--- src/rtl/fft_frame_ctrl.sv ---
// Frame controller around an FFT core: collects a frame of samples, starts the core,
// then streams the lower half of the spectrum out through a credit-limited read FIFO.
// Optional peak-bin tracker is enabled by defining FFT_FRAME_CTRL_PEAK_EN.
module fft_frame_ctrl #(
  parameter int FFT_LENGTH = 1024,
  parameter int FFT_DW     = 16,
  parameter int DMA_LAT    = 4,
  localparam int FFT_N     = $clog2(FFT_LENGTH)
) (
  input  logic                     clk,
  input  logic                     rst_i,
  input  logic                     enable_i,
  input  logic                     sample_valid_i,
  input  logic signed [FFT_DW-1:0] sample_i,
  output logic                     input_stream_active_o,
  output logic [FFT_DW-1:0]        input_real_o,
  output logic                     run_o,
  input  logic                     done_i,
  input  logic signed [7:0]        bfpexp_i,
  output logic                     dmaact_o,
  output logic [FFT_N-1:0]         dmaa_o,
  input  logic [FFT_DW-1:0]        dmadr_real_i,
  input  logic [FFT_DW-1:0]        dmadr_imag_i,
  output logic                     bin_valid_o,
  input  logic                     bin_ready_i,
  output logic [FFT_N-2:0]         bin_idx_o,
  output logic [FFT_DW-1:0]        bin_real_o,
  output logic [FFT_DW-1:0]        bin_imag_o,
  output logic                     bin_last_o,
  output logic [7:0]               frame_exp_o,
  output logic                     busy_o,
  output logic                     overrun_o
`ifdef FFT_FRAME_CTRL_PEAK_EN
  ,
  output logic                     peak_valid_o,
  output logic [FFT_N-2:0]         peak_idx_o,
  output logic [FFT_DW:0]          peak_mag_o
`endif
);

  localparam int HALF  = FFT_LENGTH / 2;
  localparam int IW    = FFT_N - 1;
  localparam int DEPTH = DMA_LAT + 2;
  localparam int PW    = $clog2(DEPTH);
  localparam int CW    = $clog2(DEPTH + 1);

  localparam logic [2:0] S_IDLE  = 3'd0;
  localparam logic [2:0] S_FILL  = 3'd1;
  localparam logic [2:0] S_RUN   = 3'd2;
  localparam logic [2:0] S_WAIT  = 3'd3;
  localparam logic [2:0] S_READ  = 3'd4;
  localparam logic [2:0] S_DRAIN = 3'd5;

  localparam logic [FFT_N-1:0] LAST_SMP  = FFT_N'(FFT_LENGTH - 1);
  localparam logic [FFT_N-1:0] LAST_ADDR = FFT_N'(HALF - 1);
  localparam logic [IW-1:0]    LAST_IDX  = IW'(HALF - 1);

  logic [2:0]        state_q, state_d;
  logic [FFT_N-1:0]  smp_cnt_q, smp_cnt_d;
  logic [FFT_N-1:0]  rd_addr_q, rd_addr_d;
  logic [7:0]        frame_exp_q;
  logic              overrun_q;
  logic              in_act_q;
  logic [FFT_DW-1:0] in_real_q;
  logic [CW-1:0]     out_cnt_q;
  logic [CW-1:0]     fifo_cnt_q;
  logic [PW-1:0]     wr_ptr_q, rd_ptr_q;
  logic [IW-1:0]     fifo_idx_q [DEPTH];
  logic [FFT_DW-1:0] fifo_re_q  [DEPTH];
  logic [FFT_DW-1:0] fifo_im_q  [DEPTH];
  logic [DMA_LAT-1:0] sr_v_q;
  logic [IW-1:0]     sr_tag_q [DMA_LAT];

  logic issue, cap, pop;

  // A read may only be launched if its data is guaranteed a FIFO slot on return.
  assign issue = (state_q == S_READ) &&
                 (({1'b0, out_cnt_q} + {1'b0, fifo_cnt_q}) < (CW+1)'(DEPTH));
  assign cap   = sr_v_q[DMA_LAT-1];
  assign pop   = bin_valid_o && bin_ready_i;

  assign dmaact_o              = issue;
  assign dmaa_o                = issue ? rd_addr_q : '0;
  assign run_o                 = (state_q == S_RUN);
  assign busy_o                = (state_q != S_IDLE);
  assign overrun_o             = overrun_q;
  assign frame_exp_o           = frame_exp_q;
  assign input_stream_active_o = in_act_q;
  assign input_real_o          = in_real_q;
  assign bin_valid_o           = (fifo_cnt_q != '0);
  assign bin_idx_o             = fifo_idx_q[rd_ptr_q];
  assign bin_real_o            = fifo_re_q[rd_ptr_q];
  assign bin_imag_o            = fifo_im_q[rd_ptr_q];
  assign bin_last_o            = bin_valid_o && (bin_idx_o == LAST_IDX);

  always_comb begin
    state_d   = state_q;
    smp_cnt_d = smp_cnt_q;
    rd_addr_d = rd_addr_q;
    case (state_q)
      S_IDLE: if (enable_i) begin
        state_d   = S_FILL;
        smp_cnt_d = '0;
      end
      S_FILL: if (sample_valid_i) begin
        if (smp_cnt_q == LAST_SMP) state_d = S_RUN;
        else smp_cnt_d = smp_cnt_q + FFT_N'(1);
      end
      S_RUN: state_d = S_WAIT;
      S_WAIT: if (done_i) begin
        state_d   = S_READ;
        rd_addr_d = '0;
      end
      S_READ: if (issue) begin
        rd_addr_d = rd_addr_q + FFT_N'(1);
        if (rd_addr_q == LAST_ADDR) state_d = S_DRAIN;
      end
      S_DRAIN: if (out_cnt_q == '0 && fifo_cnt_q == '0) state_d = S_IDLE;
      default: state_d = S_IDLE;
    endcase
  end

  always_ff @(posedge clk) begin
    if (rst_i) begin
      state_q     <= S_IDLE;
      smp_cnt_q   <= '0;
      rd_addr_q   <= '0;
      frame_exp_q <= '0;
      overrun_q   <= 1'b0;
      in_act_q    <= 1'b0;
      in_real_q   <= '0;
    end else begin
      state_q   <= state_d;
      smp_cnt_q <= smp_cnt_d;
      rd_addr_q <= rd_addr_d;
      if (state_q == S_WAIT && done_i) frame_exp_q <= bfpexp_i;
      if (sample_valid_i && state_q != S_FILL) overrun_q <= 1'b1;
      in_act_q <= (state_q == S_FILL) && sample_valid_i;
      if (state_q == S_FILL && sample_valid_i) in_real_q <= sample_i;
    end
  end

  // Issue tags ride a DMA_LAT-deep delay line; clearing it on reset drops stale returns.
  always_ff @(posedge clk) begin
    if (rst_i) begin
      sr_v_q    <= '0;
      out_cnt_q <= '0;
      for (int i = 0; i < DMA_LAT; i++) sr_tag_q[i] <= '0;
    end else begin
      sr_v_q[0]   <= issue;
      sr_tag_q[0] <= rd_addr_q[IW-1:0];
      for (int i = 1; i < DMA_LAT; i++) begin
        sr_v_q[i]   <= sr_v_q[i-1];
        sr_tag_q[i] <= sr_tag_q[i-1];
      end
      case ({issue, cap})
        2'b10:   out_cnt_q <= out_cnt_q + CW'(1);
        2'b01:   out_cnt_q <= out_cnt_q - CW'(1);
        default: out_cnt_q <= out_cnt_q;
      endcase
    end
  end

  always_ff @(posedge clk) begin
    if (rst_i) begin
      wr_ptr_q   <= '0;
      rd_ptr_q   <= '0;
      fifo_cnt_q <= '0;
      for (int i = 0; i < DEPTH; i++) begin
        fifo_idx_q[i] <= '0;
        fifo_re_q[i]  <= '0;
        fifo_im_q[i]  <= '0;
      end
    end else begin
      if (cap) begin
        fifo_idx_q[wr_ptr_q] <= sr_tag_q[DMA_LAT-1];
        fifo_re_q[wr_ptr_q]  <= dmadr_real_i;
        fifo_im_q[wr_ptr_q]  <= dmadr_imag_i;
        wr_ptr_q <= (wr_ptr_q == PW'(DEPTH-1)) ? '0 : wr_ptr_q + PW'(1);
      end
      if (pop) rd_ptr_q <= (rd_ptr_q == PW'(DEPTH-1)) ? '0 : rd_ptr_q + PW'(1);
      case ({cap, pop})
        2'b10:   fifo_cnt_q <= fifo_cnt_q + CW'(1);
        2'b01:   fifo_cnt_q <= fifo_cnt_q - CW'(1);
        default: fifo_cnt_q <= fifo_cnt_q;
      endcase
    end
  end

`ifdef FFT_FRAME_CTRL_PEAK_EN
  logic [FFT_DW-1:0] abs_re, abs_im;
  logic [FFT_DW:0]   mag, best_mag_q, peak_mag_q;
  logic [IW-1:0]     best_idx_q, peak_idx_q;
  logic              seen_q, peak_valid_q, take;

  assign abs_re = bin_real_o[FFT_DW-1] ? -bin_real_o : bin_real_o;
  assign abs_im = bin_imag_o[FFT_DW-1] ? -bin_imag_o : bin_imag_o;
  assign mag    = {1'b0, abs_re} + {1'b0, abs_im};
  // Strict compare in ascending bin order keeps the lowest index on ties; DC is excluded.
  assign take   = (bin_idx_o != '0) && (!seen_q || mag > best_mag_q);

  assign peak_valid_o = peak_valid_q;
  assign peak_idx_o   = peak_idx_q;
  assign peak_mag_o   = peak_mag_q;

  // The result is registered, so the pulse appears the cycle after the last bin transfers.
  always_ff @(posedge clk) begin
    if (rst_i) begin
      best_mag_q   <= '0;
      best_idx_q   <= '0;
      seen_q       <= 1'b0;
      peak_valid_q <= 1'b0;
      peak_idx_q   <= '0;
      peak_mag_q   <= '0;
    end else begin
      peak_valid_q <= 1'b0;
      if (state_q == S_WAIT && done_i) begin
        seen_q <= 1'b0;
      end else if (pop && bin_idx_o != '0) begin
        if (bin_last_o) begin
          peak_valid_q <= 1'b1;
          peak_idx_q   <= take ? bin_idx_o : best_idx_q;
          peak_mag_q   <= take ? mag : best_mag_q;
          seen_q       <= 1'b0;
        end else if (take) begin
          best_mag_q <= mag;
          best_idx_q <= bin_idx_o;
          seen_q     <= 1'b1;
        end
      end
    end
  end
`endif

endmodule
--- config.mk ---
export PLATFORM = sky130hd
export DESIGN_NAME = fft_frame_ctrl
export DESIGN_NICKNAME = d
export VERILOG_FILES = /design/src/rtl/fft_frame_ctrl.sv
export SDC_FILE = /design/constraint.sdc
export NUM_CORES = 1
export LEC_CHECK = 0
export ABC_AREA = 1
export CORE_MARGIN = 5
export CORE_UTILIZATION = 58
export DETAILED_ROUTE_END_ITERATION = 8
export HOLD_SLACK_MARGIN = 0.1
export PLACE_DENSITY = 0.81
export SLEW_MARGIN = 10
export SYNTH_ARGS = -nofsm -noshare
export SYNTH_HDL_FRONTEND = slang
export SYNTH_SLANG_ARGS = --single-unit
--- constraint.sdc ---
create_clock -name clk -period 7.7 [get_ports clk]
set_clock_uncertainty 0.05 [all_clocks]
set_input_delay 1.925 -clock clk [delete_from_list [all_inputs] [get_ports clk]]
set_output_delay 1.925 -clock clk [all_outputs]
set_load 0.02 [all_outputs]
## Word-level counts from Yosys, hierarchy flattened

Memories as Yosys holds them, arrays and structs flattened. A register that Yosys moved wholly into a read port is not among the register bits.
Cells that the tools add are included.

| storage, ports and cells | value |
|---|---|
| flip-flop bits (word level) | 65 |
| bits in writable memories | 282 |
| input bits | 62 |
| output and inout port bits | 82 |
| word-level logic and storage cells | 120 |
| memories kept | 4 |

| cells by class | value |
|---|---|
| add/sub/neg operators | 9 |
| order comparisons | 1 |
| eq/ne operators | 23 |
| muxes and demuxes | 45 |
| bitwise gates (word level) | 4 |
| reductions and logical operators | 22 |

Memories:

| name | words | bits a word | read ports | clocked after Yosys merged registers in | wr ports | line | text |
|---|---|---|---|---|---|---|---|
| fifo_im_q | 6 | 16 | 1 | 1 | 6 | 70 | `logic [FFT_DW-1:0] fifo_im_q [DEPTH];` |
| fifo_re_q | 6 | 16 | 1 | 1 | 6 | 69 | `logic [FFT_DW-1:0] fifo_re_q [DEPTH];` |
| fifo_idx_q | 6 | 9 | 1 | 1 | 6 | 68 | `logic [IW-1:0] fifo_idx_q [DEPTH];` |
| sr_tag_q | 4 | 9 | 4 | 0 | 4 | 72 | `logic [IW-1:0] sr_tag_q [DMA_LAT];` |

Operator list:

| cell | count |
|---|---|
| two-way mux 10 bit | 6 |
| two-way mux 3 bit | 18 |
| two-way mux 9 bit | 5 |
| one-hot mux 10 bit (2 select lines) | 2 |
| two-way mux 16 bit | 2 |
| OR reduction 16 bit | 2 |
| adder 10 x 1 -> 10 bit (second input constant) | 2 |
| one-hot mux 3 bit (6 select lines) | 1 |
| inequality test 2 bit (second input constant) | 7 |
| adder 3 x 1 -> 3 bit (second input constant) | 4 |
| == test 3 bit (second input constant) | 4 |
| one-hot mux 3 bit (2 select lines) | 2 |
| == test 10 bit (second input constant) | 1 |
| == test 10 x 9 -> 1 bit (second input constant) | 1 |
| == test 9 bit (second input constant) | 1 |
| zero test 3 bit | 3 |
| two-way mux 1 bit | 9 |
| OR reduction 9 bit | 1 |
| nonzero test 2 bit | 4 |
| logical AND 1 bit | 7 |
| AND reduction 7 bit | 1 |
| == test 3 x 2 -> 1 bit (second input constant) | 2 |
| nonzero test 3 bit | 2 |
| subtractor 3 x 1 -> 3 bit (second input constant) | 2 |
| 10 further kinds | 15 |

## Logic depth before layout (Yosys ltp)

| logic depth | value |
|---|---|
| depth after elaboration | 5 |
| mapped depth | 17 |
| gate-level depth less buffers | 16 |

## Worst setup path before layout

Ideal clock, no wire load.

| timing | value |
|---|---|
| path type | input to register |
| from | input port rst_i |
| to | memory fifo_idx_q[5][0] (netlist bit), enable pin |
| arrival time | 5.449 ns |
| data required time | 7.149 ns |
| path slack | 1.699 ns |
| stages on the path | 5 |
| buffers on the path | 1 |
| cell sequence | clkbuf_1 nor2_2 inv_2 nor2_1 a211oi_1 |

RTL lines:

| element | line | text |
|---|---|---|
| from (decl) | 11 | `input logic rst_i,` |
| to (decl) | 68 |  |

==> qor.csv <==
stage;metric;value;unit
floorplan;die extent in x;188;um
detailed_routing;post-route ant nets;0;
clocking;Hold Buf Count CTS;0;
setup_path;CP Depth;10;
cells_and_area;share of cells above drive strength 1;0.0596;
setup_path;CP required;5.73;ns
synthesis;Synth Register Bits;432;
setup_path;WP data arrival;4.02;ns
placement;DP Area;0.0201;sq mm
setup_path;CP max stage cell;inv_4;
clocking;TritonCTS Sinks;432;
setup_path;Critical Path Sink Type;primary output;
min_path;Hold WC Path Type;flop to flop;
power_and_ir_drop;PD cells;248;mW/mm^2
cells_and_area;fin nets;2118;
synthesis;post-synth top area share;0.534;
detailed_routing;post-DR vias/cell;5.55;
synthesis;Post-Synthesis Cells;1940;
setup_path;Crit path max-delay family;buffers and inverters;
setup_path;CP Class;flop to primary output;
floorplan;num ports;144;
timing;RSZ-0062 raised after global routing;false;
power_and_ir_drop;total power draw;5320;uW
timing;crit share post-route;0.779;
setup_path;worst path cell trace;inv_4 > buf_4 > nand2_1 > nand3_1 > nand2_1 > o21ai_0 > nor2_1 > nand3_1 > nor2_1 > clkdlybuf4s50_1;
clocking;Worst-path clk slew;0.06;ns
synthesis;cell taking the most area after synthesis;edfxtp_1;
cells_and_area;Antenna Cells;0;
cells_and_area;Final Cell Area;0.0215;sq mm
synthesis;library cells used by synthesis;36;
power_and_ir_drop;Max IR drop VDD;281;uV
detailed_routing;Initial DRC Count;1198;
setup_path;worst setup path end;bin_last_o;
clocking;worst skew pair latency;0.53;ns
synthesis;post-synth net total;2011;
clocking;H-tree Lvls;2;
floorplan;Std-Cell Rows;65;
placement;final weighted congestion in routability-driven placement;0.871;
floorplan;core box area;0.0315;sq mm
detailed_routing;DRT Pass-1 Iters;5;
timing;worst-margin pin slew;1.13;ns
detailed_routing;DRC Markers;0;
global_routing;number of global-route vias before repair;13900;
run_status;status;complete, no violations;
detailed_routing;vias;13800;
cells_and_area;most common cell after layout, fill and taps aside;nor2_1;
setup_path;worst r2r dst;fifo_idx_q[2][8];
power_and_ir_drop;Leakage Power;0.00821;uW
global_routing;first-pass GRT wire length;69200;um
synthesis;Avg Inst Size Synth;9.50;sq um
synthesis;register area share after synthesis;0.647;
setup_path;worst-path fanout max;116;
floorplan;die area;0.0354;sq mm
setup_path;Worst R2R Setup Slack;4.37;ns
setup_path;CP peak stage delay;0.88;ns
synthesis;ys flop type;edfxtp_1;
synthesis;FFs w/ async S/R, synth;0;
synthesis;EDFF count, synth;328;
global_routing;initial antenna violation count;0;
setup_path;WP buf/inv;3;
setup_path;CP Launch Type;flop;
clocking;maximum clock path buffer count;3;
clocking;CTS resizes;0;
job;Max-Cap Viols;0;
cells_and_area;commonest cells after routing, fill and taps aside;nor2_1, edfxtp_1, nand2_1;
synthesis;Mapped Area;0.0184;sq mm
placement;dpl hpwl;24600;um
synthesis;YS warnings;0;
timing;Achievable Freq;167;MHz
detailed_routing;routed wire length;42800;um
setup_path;origin of the critical flop-to-flop path;sr_v_q[3];
placement;IO Port Bufs;143;
clocking;Clock Root Buffer;clkbuf_16;
setup_path;worst reg2reg path depth;8;
floorplan;die height;188;um
floorplan;Initial Util;0.585;
cells_and_area;Core Util, Final;0.683;
global_routing;Total GRT Usage;0.239;
timing;Pins Over Slew Limit;0;
clocking;Post-CTS Setup Bufs;0;
cells_and_area;Area Growth Syn to Fin;16.6;%
synthesis;dominant cells by area after synthesis;edfxtp_1, nor2_1, dfxtp_1;
detailed_routing;drt wl/cell;17.2;um
timing;post-layout min period;6.00;ns
clocking;total CTS buffers;43;
timing;setup TNS;0;ns
timing;final setup violation count;0;
clocking;CTS tree;done;
global_routing;total gr overflow;0;
timing;Hold Violations, Final;0;
timing;Slew Limit Headroom;0.242;
global_routing;pin count of the biggest net entering global routing;117;
## cell families after synthesis
family	share of synthesized area
simple gates	0.189
flops	0.647
compound gates	0.0857
fa+ha+maj	0.00733
buf+inv	0.0693
xor+xnor	0.00143
## synth_stat cells (2+ instances only)
library cell and number:
buf_6 2, nor2_1 562, nand3_1 58, ha_1 6, nand2_2 4, nand2_1 240, clkbuf_1 55, fa_1 3
nor2_4 2, a21oi_1 28, buf_4 4, dfxtp_1 104, nor2_2 5, o21ai_0 187, clkinv_1 2, xor2_1 3
o22ai_1 64, buf_2 34, inv_1 205, edfxtp_1 328, nor3b_1 2, o21ai_1 7, buf_1 6, o21ai_2 2
nand2_4 2, nor3_1 5, inv_2 9, nand4_1 3
## routing by layer
metal  up-vias  wire [um]  global-route usage
met5         -          0                   0
met4         0       1050              0.0779
met3        86       3950              0.0393
met2       691      21200               0.408
met1      6447      16600               0.314
li1       6552          -                   -
## worst reg2reg max path: cells and delay by family (launching register included)
kind	cells	cell delay (ns)
buffers and inverters	4	1.18
and+or+nand+nor	4	1.22
DFF	1	0.36
## through the flow
stage	worst slack, ns	std cells	hold slack [ns]
6_report	1.70	2483	0.348
3_5_place_dp	2.27	2404	0.345
3_3_place_gp	2.33	2404	0.339
4_1_cts	1.69	2483	0.349
2_1_floorplan	1.70	1940	0.338
5_1_grt	1.48	2483	0.368
## layout make-up
type                       count  area, sq um
sequential                   432        11900
fill                        2281         9990
multi-input combinational   1189         5260
timing repair buffer         163         1580
clock buffer                  56         1170
inverter                     218          826
tap                          402          503
clock inverter                23          208
## power breakdown
group / total [uW] / internal, uW / switching (uW)
sequential: 2640 / 2590 / 56.0
clock: 2030 / 1180 / 849
combinational: 649 / 226 / 422
## worst min-delay path by stage
stage / start / end / cells past startpoint
CTS: sr_tag_q[1][8] / sr_tag_q[2][8] / 2
floorplan: sr_tag_q[0][0] / sr_tag_q[1][0] / 2
detailed placement: sr_tag_q[1][5] / sr_tag_q[2][5] / 2
finish: sr_tag_q[1][6] / sr_tag_q[2][6] / 2
global route: sr_tag_q[0][5] / sr_tag_q[1][5] / 2
global placement: sr_v_q[1] / sr_v_q[2] / 2
## sequential cells by signal (all words and copies together) (netlist names), named ones only
register and count:
overrun_o 1, fifo_im_q 128, rd_addr_q 10, out_cnt_q 3, input_real_o 16, wr_ptr_q 3, rd_ptr_q 3, fifo_idx_q 72
sr_v_q 4, frame_exp_o 8, fifo_re_q 128, smp_cnt_q 10, sr_tag_q 36, input_stream_active_o 1, fifo_cnt_q 3, state_q 3
Power figures use the tool's default switching activity.
==> RTL change (same flow settings) <==
Set the parameter `FFT_LENGTH` to 256 (it was 1024).
--- a/src/rtl/fft_frame_ctrl.sv
+++ b/src/rtl/fft_frame_ctrl.sv
@@ -2,7 +2,7 @@
 // then streams the lower half of the spectrum out through a credit-limited read FIFO.
 // Optional peak-bin tracker is enabled by defining FFT_FRAME_CTRL_PEAK_EN.
 module fft_frame_ctrl #(
-  parameter int FFT_LENGTH = 1024,
+  parameter int FFT_LENGTH = 256,
   parameter int FFT_DW     = 16,
   parameter int DMA_LAT    = 4,
   localparam int FFT_N     = $clog2(FFT_LENGTH)
Interface: changed (resized bin_idx_o and dmaa_o); port bits go from 144 to 140. The function was not compared with the original's and may differ.
==> RTL change against the original RTL <==
  * Cell area fell by 6.8%
  * Wire length fell by 2.0%
  * Final cell count fell by 9.2%
  * Sequential cell count fell by 28
  * Total power fell by 6.3%
  * Area after synthesis fell by 7.4%
  * Setup slack improved by 0.19 ns
  * Worst hold slack improved by 0.0039 ns
==> RTL change: results (changes against the original RTL) <==
initial antenna violation count 1 (+1); EDFF count, synth 312 (-4.9%); Async S/R FF share, synth 0% (unchanged); Synth Net Count 1,812 (-9.9%); share of cells above drive strength 1 6.25% (+0.29 points); CP max FO 80 (-31%); ANT cells 0 (unchanged); vias in the first global route 13,058 (-5.9%); Crit path arrival time 3.84 ns (-0.18 ns); Top FF cell, synth edfxtp_1; status finished clean; Final nets 1,916 (-9.5%); final instance area 0.0200 mm2 (-6.8%); root buf cell clkbuf_16; total CTS buffers 40 (-7.0%); Post-Syn Instances 1,741 (-10%); Setup Fix Bufs, Post-CTS 0 (unchanged); GP Congestion 0.783 (-10%); PostCTS Resize Cnt 0 (unchanged); biggest regs fifo_im_q (128), fifo_re_q (128), fifo_idx_q (56); DR iter-0 viols 1,534 (+28%); first-pass GRT wire length 66.7 mm (-3.7%); Lkg Pwr 0.00759 uW (-7.5%); dpl hpwl 23.3 mm (-5.2%); sequential area share after synthesis 65.7% (+0.95 points); Setup Slack @ Placement 2.23 ns (-0.0465 ns); Peak supply drop 0.204 mV (-27%); DRC Markers 0 (unchanged); CTS clk-pin slew, worst paths 0.06 ns (about the same); GR Util All Layers 24.8% (+0.98 points); Max clock buf depth 3 (unchanged); clk_lat worst skew 0.54 ns; Pre-Repair DR Iteration Count 6 (+1); final non-filler cell total 2,255 (-9.2%); Worst Hold Class reg -> reg; Post-synth top cells nor2_1 (533), edfxtp_1 (312), o21ai_0 (187), nand2_1 (183), inv_1 (156); post-DR vias/cell 5.67 (+2.2%); DP Cell Count 2,187 (-9.0%); number of synthesis warnings 0 (unchanged); Area contributors post-synth edfxtp_1 (55%), nor2_1 (12%), dfxtp_1 (11%); final WL 41.9 mm (-2.0%); fill count 2,003 (-12%); H-tree levels 2 (unchanged); Area after DPL 0.0187 mm2 (-7.0%); largest net degree at the start of global routing 99 (-15%); Rel. slew slack 17.4% (-6.7 points); library cells used by synthesis 43 (+19%); grt ovf 0 (unchanged); IO buf count 139 (-2.8%)
RTL change: area by class of cell:
class / count / area share (%)
Sequential cell: 404 / 56.0
Tap cell: 384 / 2.40
Clock buffer: 44 / 5.18
Clock inverter: 24 / 1.39
Inverter: 164 / 3.10
Timing Repair Buffer: 157 / 7.63
Multi-Input combinational cell: 1078 / 24.3
RTL change: cell families (layout without fill, tap and decap cells):
family                     Yosys count  count (layout)  synth area share [%]
adders and majority gates            9               9                 0.792
AOI/OAI and AO/OA                  291             291                  9.17
and+or+nand+nor                    773             773                  17.9
xor gates and xnor gates             4               4                 0.205
muxes                                1               1                0.0587
buffers and inverters              259             389                  6.13
DFF                                404             404                  65.7
RTL change: path summary, 6_finish.rpt:
path                             start                             to  slack, ns  cells past startpoint
max                           register                     bin_last_o       1.89                     10
min          sr_tag_q[0][0]$_SDFF_PP0_      sr_tag_q[1][0]$_SDFF_PP0_       0.35                      2
max reg2reg       sr_v_q[3]$_SDFF_PP0_  fifo_im_q[2][8]$_SDFFCE_PN0P_       4.12                      6
min reg2reg  sr_tag_q[0][0]$_SDFF_PP0_      sr_tag_q[1][0]$_SDFF_PP0_       0.35                      2
RTL change: worst max-delay path, cell delays in order, from the launching register on:
cell	delay (ns)
dfxtp_2	0.31
buf_4	0.71
inv_2	0.66
nor2_1	0.23
o21ai_0	0.10
nand3_1	0.11
o21ai_0	0.15
nor2_1	0.17
nand2_1	0.08
nor2_1	0.15
clkdlybuf4s50_1	0.62
RTL change: metal layers:
layer  track usage, %  vias up  wire length [um]
met5                0        -                13
met4             8.26        2              1240
met3             5.62      113              4010
met2             42.2      669             20800
met1             31.9     6052             15900
li1                 -     5947                 -
RTL change: where the power goes:
part	total, uW	internal, uW	switching, uW
sequential	2470	2420	45.0
clock	1990	1170	814
combinational	529	195	334
total	4980	3790	1190
